File: config.mk
export PLATFORM = sky130hd
export DESIGN_NAME = uart_tx_arbiter
export DESIGN_NICKNAME = d
export VERILOG_FILES = /design/src/rtl/uart_tx_arbiter.sv
export SDC_FILE = /design/constraint.sdc
export NUM_CORES = 1
export LEC_CHECK = 0
export BUFFER_PORTS_ARGS = -buffer_cell sky130_fd_sc_hd__buf_2
export CAP_MARGIN = 10
export CORE_MARGIN = 2
export CORE_UTILIZATION = 55
export CTS_BUF_LIST = sky130_fd_sc_hd__clkbuf_4 sky130_fd_sc_hd__clkbuf_8
export CTS_CLUSTER_SIZE = 25
export DETAILED_ROUTE_END_ITERATION = 10
export HOLD_SLACK_MARGIN = 0.05
export MAX_ROUTING_LAYER = met4
export PLACE_DENSITY = 0.92
export RECOVER_POWER = 50
export SLEW_MARGIN = 20
export SYNTH_ARGS = -nofsm -noshare
export SYNTH_HDL_FRONTEND = slang
export SYNTH_SLANG_ARGS = --single-unit
File: constraint.sdc
create_clock -name sys_clk -period 8.5 [get_ports sys_clk]
set_clock_uncertainty 0.15 [all_clocks]
set_input_delay 0.425 -clock sys_clk [delete_from_list [all_inputs] [get_ports sys_clk]]
set_output_delay 0.425 -clock sys_clk [all_outputs]
set_load 0.005 [all_outputs]
File: src/rtl/uart_tx_arbiter.sv
// rtl/uart_tx_arbiter.sv - round-robin scheduler sharing one UART transmitter between byte producers
module uart_tx_arbiter #(
  parameter int NUM_REQ   = 4,
  parameter int DATA_BITS = 8,
  parameter int GAP_TICKS = 16
) (
  input  logic                         sys_clk,
  input  logic                         rst,
  input  logic                         baud_tick,
  input  logic [NUM_REQ-1:0]           req_valid,
  input  logic [NUM_REQ*DATA_BITS-1:0] req_data,
  input  logic [NUM_REQ-1:0]           req_last,
  output logic [NUM_REQ-1:0]           req_ready,
  output logic                         tx_start,
  output logic [DATA_BITS-1:0]         tx_din,
  input  logic                         tx_done_tick,
  output logic [$clog2(NUM_REQ)-1:0]   grant_id,
  output logic                         locked,
  output logic                         busy
);

  localparam int ID_W  = $clog2(NUM_REQ);
  // A zero-tick gap never enters GAP, but the counter still needs one bit to exist.
  localparam int GAP_W = (GAP_TICKS > 0) ? $clog2(GAP_TICKS + 1) : 1;
  localparam logic [ID_W:0]    NREQ     = (ID_W+1)'(NUM_REQ);
  localparam logic [GAP_W-1:0] GAP_LAST = GAP_W'(GAP_TICKS - 1);

  typedef enum logic [1:0] {
    IDLE,
    START,
    WAIT_DONE,
    GAP
  } state_t;

  state_t             state;
  logic [ID_W-1:0]    ptr;
  logic [ID_W-1:0]    lock_id;
  logic [GAP_W-1:0]   gap_cnt;

  logic [NUM_REQ-1:0] eligible;
  logic [ID_W:0]      scan_idx;
  logic [ID_W:0]      ptr_inc;
  logic [ID_W-1:0]    winner;
  logic [ID_W-1:0]    next_ptr;
  logic               found;
  logic               accept;

  // Pick the first eligible requester at or after ptr; a lock narrows the field to lock_id.
  always_comb begin
    eligible = locked ? (req_valid & (NUM_REQ'(1) << lock_id)) : req_valid;
    found    = 1'b0;
    winner   = '0;
    scan_idx = '0;
    for (int k = 0; k < NUM_REQ; k++) begin
      scan_idx = {1'b0, ptr} + (ID_W+1)'(k);
      if (scan_idx >= NREQ) begin
        scan_idx = scan_idx - NREQ;
      end
      if (!found && eligible[scan_idx[ID_W-1:0]]) begin
        found  = 1'b1;
        winner = scan_idx[ID_W-1:0];
      end
    end
  end

  // Pointer moves one past the winner when its packet ends, wrapping at NUM_REQ.
  always_comb begin
    ptr_inc = {1'b0, winner} + (ID_W+1)'(1);
    if (ptr_inc >= NREQ) begin
      ptr_inc = '0;
    end
    next_ptr = ptr_inc[ID_W-1:0];
  end

  // Ready only to the winner, only while idle, and never while reset is asserted.
  always_comb begin
    req_ready = '0;
    if (state == IDLE && !rst && found) begin
      req_ready = NUM_REQ'(1) << winner;
    end
    accept = |(req_valid & req_ready);
    busy   = (state != IDLE);
  end

  // Frame sequencer: accept, launch, wait for stop bit, then hold the line idle for the gap.
  always_ff @(posedge sys_clk) begin
    if (rst) begin
      state    <= IDLE;
      tx_start <= 1'b0;
      tx_din   <= '0;
      grant_id <= '0;
      ptr      <= '0;
      lock_id  <= '0;
      locked   <= 1'b0;
      gap_cnt  <= '0;
    end else begin
      tx_start <= 1'b0;
      case (state)
        IDLE: begin
          if (accept) begin
            tx_din   <= req_data[winner*DATA_BITS +: DATA_BITS];
            grant_id <= winner;
            if (req_last[winner]) begin
              locked <= 1'b0;
              ptr    <= next_ptr;
            end else begin
              locked  <= 1'b1;
              lock_id <= winner;
            end
            tx_start <= 1'b1;
            state    <= START;
          end
        end
        START: begin
          state <= WAIT_DONE;
        end
        WAIT_DONE: begin
          if (tx_done_tick) begin
            gap_cnt <= '0;
            state   <= (GAP_TICKS == 0) ? IDLE : GAP;
          end
        end
        GAP: begin
          if (baud_tick) begin
            if (gap_cnt == GAP_LAST) begin
              state <= IDLE;
            end else begin
              gap_cnt <= gap_cnt + GAP_W'(1);
            end
          end
        end
        default: begin
          state <= IDLE;
        end
      endcase
    end
  end

endmodule

==> flow_metrics.tcl, run 1 <==
set metrics [dict create \
    min_path_cells 2 \
    clkSinkCount 23 \
    final_nets 293 \
    clkLatencyLatePin_ns 0.31 \
    rrSetupSlack_ns 4.67 \
    grt_pass1_wl_um 6110 \
    synth_fp_nets 234 \
    cts_buffers 3 \
    vdd_ir_drop_max_v 0.000207 \
    drcViolationCount 0 \
    yosys-top-cells-count "23 x dfxtp_1, 16 x mux2i_1, 14 x o21ai_0" \
    initial_core_util_pct 58.0 \
    intPower_w 0.000306 \
    yosysTopAreaCellShare_pct 28.5 \
    ctsResizeCount 0 \
    synth-edff-count 0 \
    min_to "gap_cnt[3]$_SDFFE_PP0P_" \
    tightest_slew_ns 1.05 \
    period_share_pct 45.0 \
    async_flop_share_pct 0 \
    reg2reg_depth 12 \
    netlist_area_um2 1610 \
    cts_tree "built" \
    die_h_um 58.2 \
    setup_violations 0 \
    required_ns 8.56 \
    fp.dieW_um 58.2 \
    vias 1551 \
    htreeDepth 1 \
    place_congestion 0.863 \
    design.portCount 61 \
    synthToLayoutAreaGrowth_pct 19.1 \
    grt_max_degree 23 \
    clk_pin_slew_ns 0.12 \
    cts_hold_buf 0 \
    finalHoldViolations 0 \
    finalSetupTns_ns 0 \
    synthCells 184 \
    fin_crit_ns 3.83 \
    ys_seq_area_share_pct 28.5 \
    status "completed" \
    grt_pass1_vias 1414 \
    fp-row-count 19 \
    yosys-top-cells-area "dfxtp_1 29%, mux2i_1 9.9%, mux2_2 5.6%, ha_1 4.7%, o21ai_0 4.3%" \
    worstSetupPathType "reg2reg" \
    final_layout_size_suffix_gt1_share_pct 33.9 \
    crit_path_end_kind "flop" \
    wl_per_cell_um 13.4 \
    p_sw_share_pct 44.0 \
    viasPerCell 5.68 \
    yosysMostFrequentCell "dfxtp_1" \
    core-area_um2 2780 \
    crit_fanout 22 \
    final_util_pct 69.1 \
    synth-main-ff-cell "dfxtp_1" \
    hold_path.class "in2reg" \
    grt_overflow 0 \
    synth_cell_types 51 \
    drt_iter0_drc 25 \
    dr.pass1.iters 4 \
    clkPwrFrac_pct 9.1 \
    grt_use_total_pct 23.3 \
    diodes 0 \
    power_frac_comb_pct 60.2 \
    synth_top_cell_by_area "dfxtp_1" \
    ys_seq_elements 23 \
    cap_violations 0 \
    slew_violations 0 \
    grt_antenna_before_repair 0 \
    syn_area_per_cell_um2 8.77 \
    slew_headroom_pct 29.9 \
    power.density_nw_per_um2 284 \
    hpwl_um 2960 \
    io_buffer_count 60 \
    p_seq_share_pct 30.7 \
    cts-root-buf "clkbuf_4" \
    p_leak_nw 0.905 \
    max_freq_mhz 261 \
    design.die.area_um2 3380 \
    cp.arrival_ns 3.89 \
    hold_path.startpoint "tx_done_tick" \
    critPathLaunchType "flop" \
    rsz0062_at_grt "no" \
    ant_nets 0 \
    cts_setup_buffers 0 \
    cts_buffer_depth 2 \
    totalWireLength_um 3660 \
    r2r-end "ptr[1]$_SDFFE_PP0P_" \
    yosys_warnings 0 \
    r2r-start "locked$_SDFFE_PP0P_" \
    p_sw_w 0.000240 \
]
## critical path, stage by stage (launching register included)
cell and delay, ns:
dfxtp_1 0.57, o21ai_2 0.12, and3_4 0.20, a211oi_1 0.42, nand2_1 0.72, inv_1 0.33
ha_1 0.22, nand2_1 0.07, inv_1 0.14, nand4_1 0.12, a211oi_1 0.36, or2_1 0.20
o21ai_0 0.09
## kinds of logic (layout without fill, tap and decap cells)
kind of cell               count (synthesis)  in the layout  share of synthesized area [%]
and+or+nand+nor                           57             57                           18.6
AOI/OAI and AO/OA                         56             56                           26.7
muxes                                     24             24                           15.5
DFF                                       23             23                           28.5
buffers and inverters                     16             74                           4.96
adders and majority gates                  6              6                           4.65
xor gates and xnor gates                   2              2                           1.09
## power by group through the flow
stage / sequential (W) / combinational (W) / clock [W]
4_1_cts: 0.000167 / 0.000332 / 0.0000507
3_5_place_dp: 0.000169 / 0.000330 / 0
6_report: 0.000167 / 0.000328 / 0.0000497
2_1_floorplan: 0.000162 / 0.000264 / 0
3_3_place_gp: 0.000169 / 0.000322 / 0
5_1_grt: 0.000171 / 0.000364 / 0.0000547
## through the flow
step	area (um^2)	std cells	hold slack, ns	power (W)	setup slack [ns]
floorplan	1610	184	0.300	0.000426	5.77
global placement	1910	269	0.303	0.000492	5.25
detailed placement	1910	269	0.305	0.000499	5.16
CTS	1940	273	0.160	0.000549	5.12
global route	1920	273	0.153	0.000590	4.28
finish	1920	273	0.164	0.000545	4.67
## layer usage
| layer | vias up | part of all wire (%) | GRT usage, % |
|---|---|---|---|
| met5 | - | 0 | - |
| met4 | 0 | 0.22 | 2.33 |
| met3 | 2 | 7.5 | 4.69 |
| met2 | 63 | 46 | 38.6 |
| met1 | 692 | 46 | 30.5 |
| li1 | 794 | - | - |
## sequential cells by signal (all words and copies together) (netlist names)
register and count:
tx_start 1, state 2, lock_id 2, gap_cnt 5, grant_id 2, locked 1, tx_din 8, ptr 2
## how the worst max path moves through the flow
stage	from	endpoint	slack, ns	cells past startpoint
final	locked$_SDFFE_PP0P_	ptr[1]$_SDFFE_PP0P_	4.67	12
after global placement	locked$_SDFFE_PP0P_	state[0]$_SDFFE_PP0P_	5.25	12
after floorplan	locked$_SDFFE_PP0P_	ptr[1]$_SDFFE_PP0P_	5.77	14
after global routing	locked$_SDFFE_PP0P_	ptr[1]$_SDFFE_PP0P_	4.28	12
after detailed placement	locked$_SDFFE_PP0P_	state[0]$_SDFFE_PP0P_	5.16	12
after CTS	locked$_SDFFE_PP0P_	state[0]$_SDFFE_PP0P_	5.12	12
## area by class of cell
type                            instances  area (um^2)
Clock buffer                            3         22.5
Clock inverter                          1         5.00
Fill cell                             223          858
Inverter                               10         37.5
Multi-Input combinational cell        145         1070
Sequential cell                        23          460
Tap cell                               31         38.8
Timing Repair Buffer                   60          293
## layout by cell type (no fill, tap or decap), types with 3 or more instances in the layout
master	count
a211oi_1	5
a21oi_1	10
and2_1	3
buf_2	54
clkbuf_1	6
clkbuf_4	3
dfxtp_1	23
ha_1	6
inv_1	8
mux2_2	8
mux2i_1	16
nand2_1	8
nand2b_1	4
nand3_1	10
nand3b_1	3
nor2_1	13
nor3_1	4
o21ai_0	14
o21ai_1	5
Note: power is estimated with default switching activity, not from simulation.
==> inputs of run 2 (changes only) <==
--- a/config.mk
+++ b/config.mk
@@ -5,16 +5,17 @@
 export SDC_FILE = /design/constraint.sdc
 export NUM_CORES = 1
 export LEC_CHECK = 0
+export ABC_AREA = 1
 export BUFFER_PORTS_ARGS = -buffer_cell sky130_fd_sc_hd__buf_2
 export CAP_MARGIN = 10
 export CORE_MARGIN = 2
-export CORE_UTILIZATION = 55
+export CORE_UTILIZATION = 48
 export CTS_BUF_LIST = sky130_fd_sc_hd__clkbuf_4 sky130_fd_sc_hd__clkbuf_8
 export CTS_CLUSTER_SIZE = 25
 export DETAILED_ROUTE_END_ITERATION = 10
 export HOLD_SLACK_MARGIN = 0.05
 export MAX_ROUTING_LAYER = met4
-export PLACE_DENSITY = 0.92
+export PLACE_DENSITY = 0.83
 export RECOVER_POWER = 50
 export SLEW_MARGIN = 20
 export SYNTH_ARGS = -nofsm -noshare
==> constraint.sdc (replaced) <==
create_clock -name sys_clk -period 3.5 [get_ports sys_clk]
set_clock_uncertainty 0.15 [all_clocks]
set_input_delay 0.175 -clock sys_clk [delete_from_list [all_inputs] [get_ports sys_clk]]
set_output_delay 0.175 -clock sys_clk [all_outputs]
set_load 0.005 [all_outputs]
==> run 2 against run 1 <==
Against the previous run:
- utilization is 9.7 points lower
- design area rose by 16%
- combinational power grew to 3.2 times the previous value
- synthesized area rose by 18%
- first-iteration DRC count grew to 3.6 times the previous value
- critical endpoint is now req_ready[0]
- largest power group unchanged
- highest routed layer unchanged
==> flow_metrics.tcl, run 2 <==
set metrics [dict create \
    setup_violations 0 \
    r2r-end "lock_id[0]$_SDFFE_PP0P_" \
    fin_crit_ns 2.91 \
    postPlaceCellArea_um2 2170 \
    ctsResizeCount 0 \
    grt_pass1_vias 1709 \
    fp.dieW_um 67.1 \
    min_to "gap_cnt[3]$_SDFFE_PP0P_" \
    min_path_cells 4 \
    yosys-top-cells-area "dfxtp_1 24%, nand2_1 10%, nor2_1 6.7%, o211ai_2 6.6%, inv_1 6.5%" \
    top_register "tx_din" \
    max_freq_mhz 344 \
    final_layout_size_suffix_gt1_share_pct 32.7 \
    hold_path.class "in2reg" \
    io_buffer_count 60 \
    core-area_um2 3740 \
    drcViolationCount 0 \
    cts_buffer_depth 2 \
    rrSetupSlack_ns 0.65 \
    yosys-top-cells-count "52 x nand2_1, 34 x nor2_1, 33 x inv_1" \
    grt_max_degree 30 \
    fill_cells 374 \
    design.portCount 61 \
    hold_path.startpoint "tx_done_tick" \
    p_total_w 0.00161 \
    largest_reg_flops 8 \
    rsz0062_at_grt "no" \
    async_flop_share_pct 0 \
    synth_top_cell_by_area "dfxtp_1" \
    grt_antenna_before_repair 0 \
    finalSetupTns_ns 0 \
    finalHoldViolations 0 \
    power.density_nw_per_um2 726 \
    grt_overflow 0 \
    viasPerCell 4.98 \
    final_cell_mix "55 x buf_2, 52 x nand2_1, 34 x nor2_1" \
    syn_area_per_cell_um2 6.92 \
    netlist_area_um2 1910 \
    yosysMostFrequentCell "nand2_1" \
    hpwl_um 3380 \
    yosys_warnings 0 \
    place_congestion 0.842 \
    worstSetupPathType "reg2out" \
    synth_fp_nets 326 \
    cp_slowest_cell "dfxtp_1" \
    cp.arrival_ns 2.59 \
    required_ns 3.17 \
    synthToLayoutAreaGrowth_pct 16.5 \
    tightest_slew_ns 0.597 \
    slew_violations 0 \
    design.die.area_um2 4500 \
    grt_pass1_wl_um 7250 \
    ant_nets 0 \
    fin_area_um2 2220 \
    clk_pin_slew_ns 0.08 \
    drt_iter0_drc 89 \
    holdWs_ns 0.140 \
    synth_cell_types 31 \
    crit_path_end_kind "output pin" \
    cp_cell_sequence "inv_4 -> nand3_2 -> nand2_1 -> nand2_1 -> nand2_1 -> nand2_1 -> nand3_1 -> nand2_2 -> nand2_1 -> nor2_1 -> buf_2" \
    wl_per_cell_um 11.5 \
    cts-root-buf "clkbuf_8" \
    diodes 0 \
    vdd_ir_drop_max_v 0.000445 \
    cts_hold_buf 1 \
    r2r-start "ptr[0]$_SDFFE_PP0P_" \
    crit_path_frequent_cell "nand2_1" \
    ys_seq_area_share_pct 24.1 \
    vias 1882 \
    period_share_pct 83.2 \
    reg2reg_depth 17 \
    cts_setup_buffers 0 \
    slew_headroom_pct 60.0 \
    fp-row-count 22 \
    totalWireLength_um 4360 \
    htreeDepth 1 \
    status "completed" \
    p_leak_nw 1.12 \
    reg.largest.list "tx_din (8), gap_cnt (5)" \
    critPathLaunchType "flop" \
    mostFrequentLayoutCell "buf_2" \
    grt_use_total_pct 21.1 \
    initial_core_util_pct 51.0 \
    clkLatencyLatePin_ns 0.26 \
    cap_violations 0 \
    synthCells 276 \
    cts_tree "built" \
    yosysTopAreaCellShare_pct 24.1 \
    crit_fanout 29 \
    cts_buffers 3 \
    final_nets 381 \
    synth-main-ff-cell "dfxtp_1" \
    synth-edff-count 0 \
    dr.pass1.iters 5 \
    clkSinkCount 23 \
    ys_seq_elements 23 \
    critPathMaxStageDelay_ns 0.63 \
    die_h_um 67.1 \
]
## run 2: cell types whose count changed after synthesis, sizes merged, moves of 4 or more
cell / before / now
inv: 9 / 39
buf: 5 / 9
nand2: 10 / 65
o21ai: 20 / 29
mux2: 8 / 0
o211ai: 2 / 10
nand3: 10 / 34
and2: 4 / 0
nand2b: 4 / 0
a211oi: 7 / 0
nor2: 13 / 36
mux2i: 16 / 0
## run 2: routing by layer
layer	vias to the layer above	global-route usage (%)	share of wire (%)
li1	1011	-	-
met1	800	26.0	47
met2	59	36.4	46
met3	12	3.04	4.7
met4	0	4.85	1.6
met5	-	-	0
## run 2: worst max path at each step
stage	startpoint	to	slack [ns]	cells past startpoint
floorplan	ptr[0]$_SDFFE_PP0P_	grant_id[0]$_SDFFE_PP0P_	1.06	18
global placement	ptr[0]$_SDFFE_PP0P_	locked$_SDFFE_PP0P_	0.76	17
detailed placement	ptr[0]$_SDFFE_PP0P_	tx_din[2]$_SDFFE_PP0P_	0.67	16
CTS	ptr[0]$_SDFFE_PP0P_	req_ready[0]	0.60	11
global route	ptr[0]$_SDFFE_PP0P_	lock_id[0]$_SDFFE_PP0P_	0.33	15
finish	ptr[0]$_SDFFE_PP0P_	req_ready[0]	0.59	11
## run 2: cell type report
cell class,count,area (um^2),area share [%]
flip-flops and latches,23,460,20.7
inverters,39,151,6.81
clock buffers,4,48.8,2.19
multi-input cells,203,1200,53.9
repair buffers,61,304,13.7
well taps,48,60.1,2.70
## run 2: metrics by stage
stage          worst slack (ns)  utilization (%)  instances
3_3_place_gp              0.764             58.0        373
5_1_grt                   0.326             59.4        378
3_5_place_dp              0.666             58.0        373
2_1_floorplan              1.06                -        276
4_1_cts                   0.600             59.6        378
6_report                  0.589             59.4        378
## run 2: logic make-up after synthesis
kind of cell / count (synthesis) / share of synthesized area, %
xor+xnor: 2 / 1.90
buf+inv: 50 / 13.0
flops: 23 / 24.1
fa+ha+maj: 6 / 3.93
simple gates: 142 / 38.0
compound gates: 53 / 19.0
## run 2: where the power goes
| group | switching (W) | internal (W) |
|---|---|---|
| clock | 0.0000786 | 0.0000888 |
| combinational | 0.000685 | 0.000369 |
| sequential | 0.0000597 | 0.000334 |
| total | 0.000823 | 0.000792 |
## run 2: worst max-delay path, delay by kind of cell, from the launching register on
| family | cells | cell delay (ns) |
|---|---|---|
| buffers and inverters | 2 | 0.25 |
| and+or+nand+nor | 9 | 1.45 |
| DFF | 1 | 0.63 |
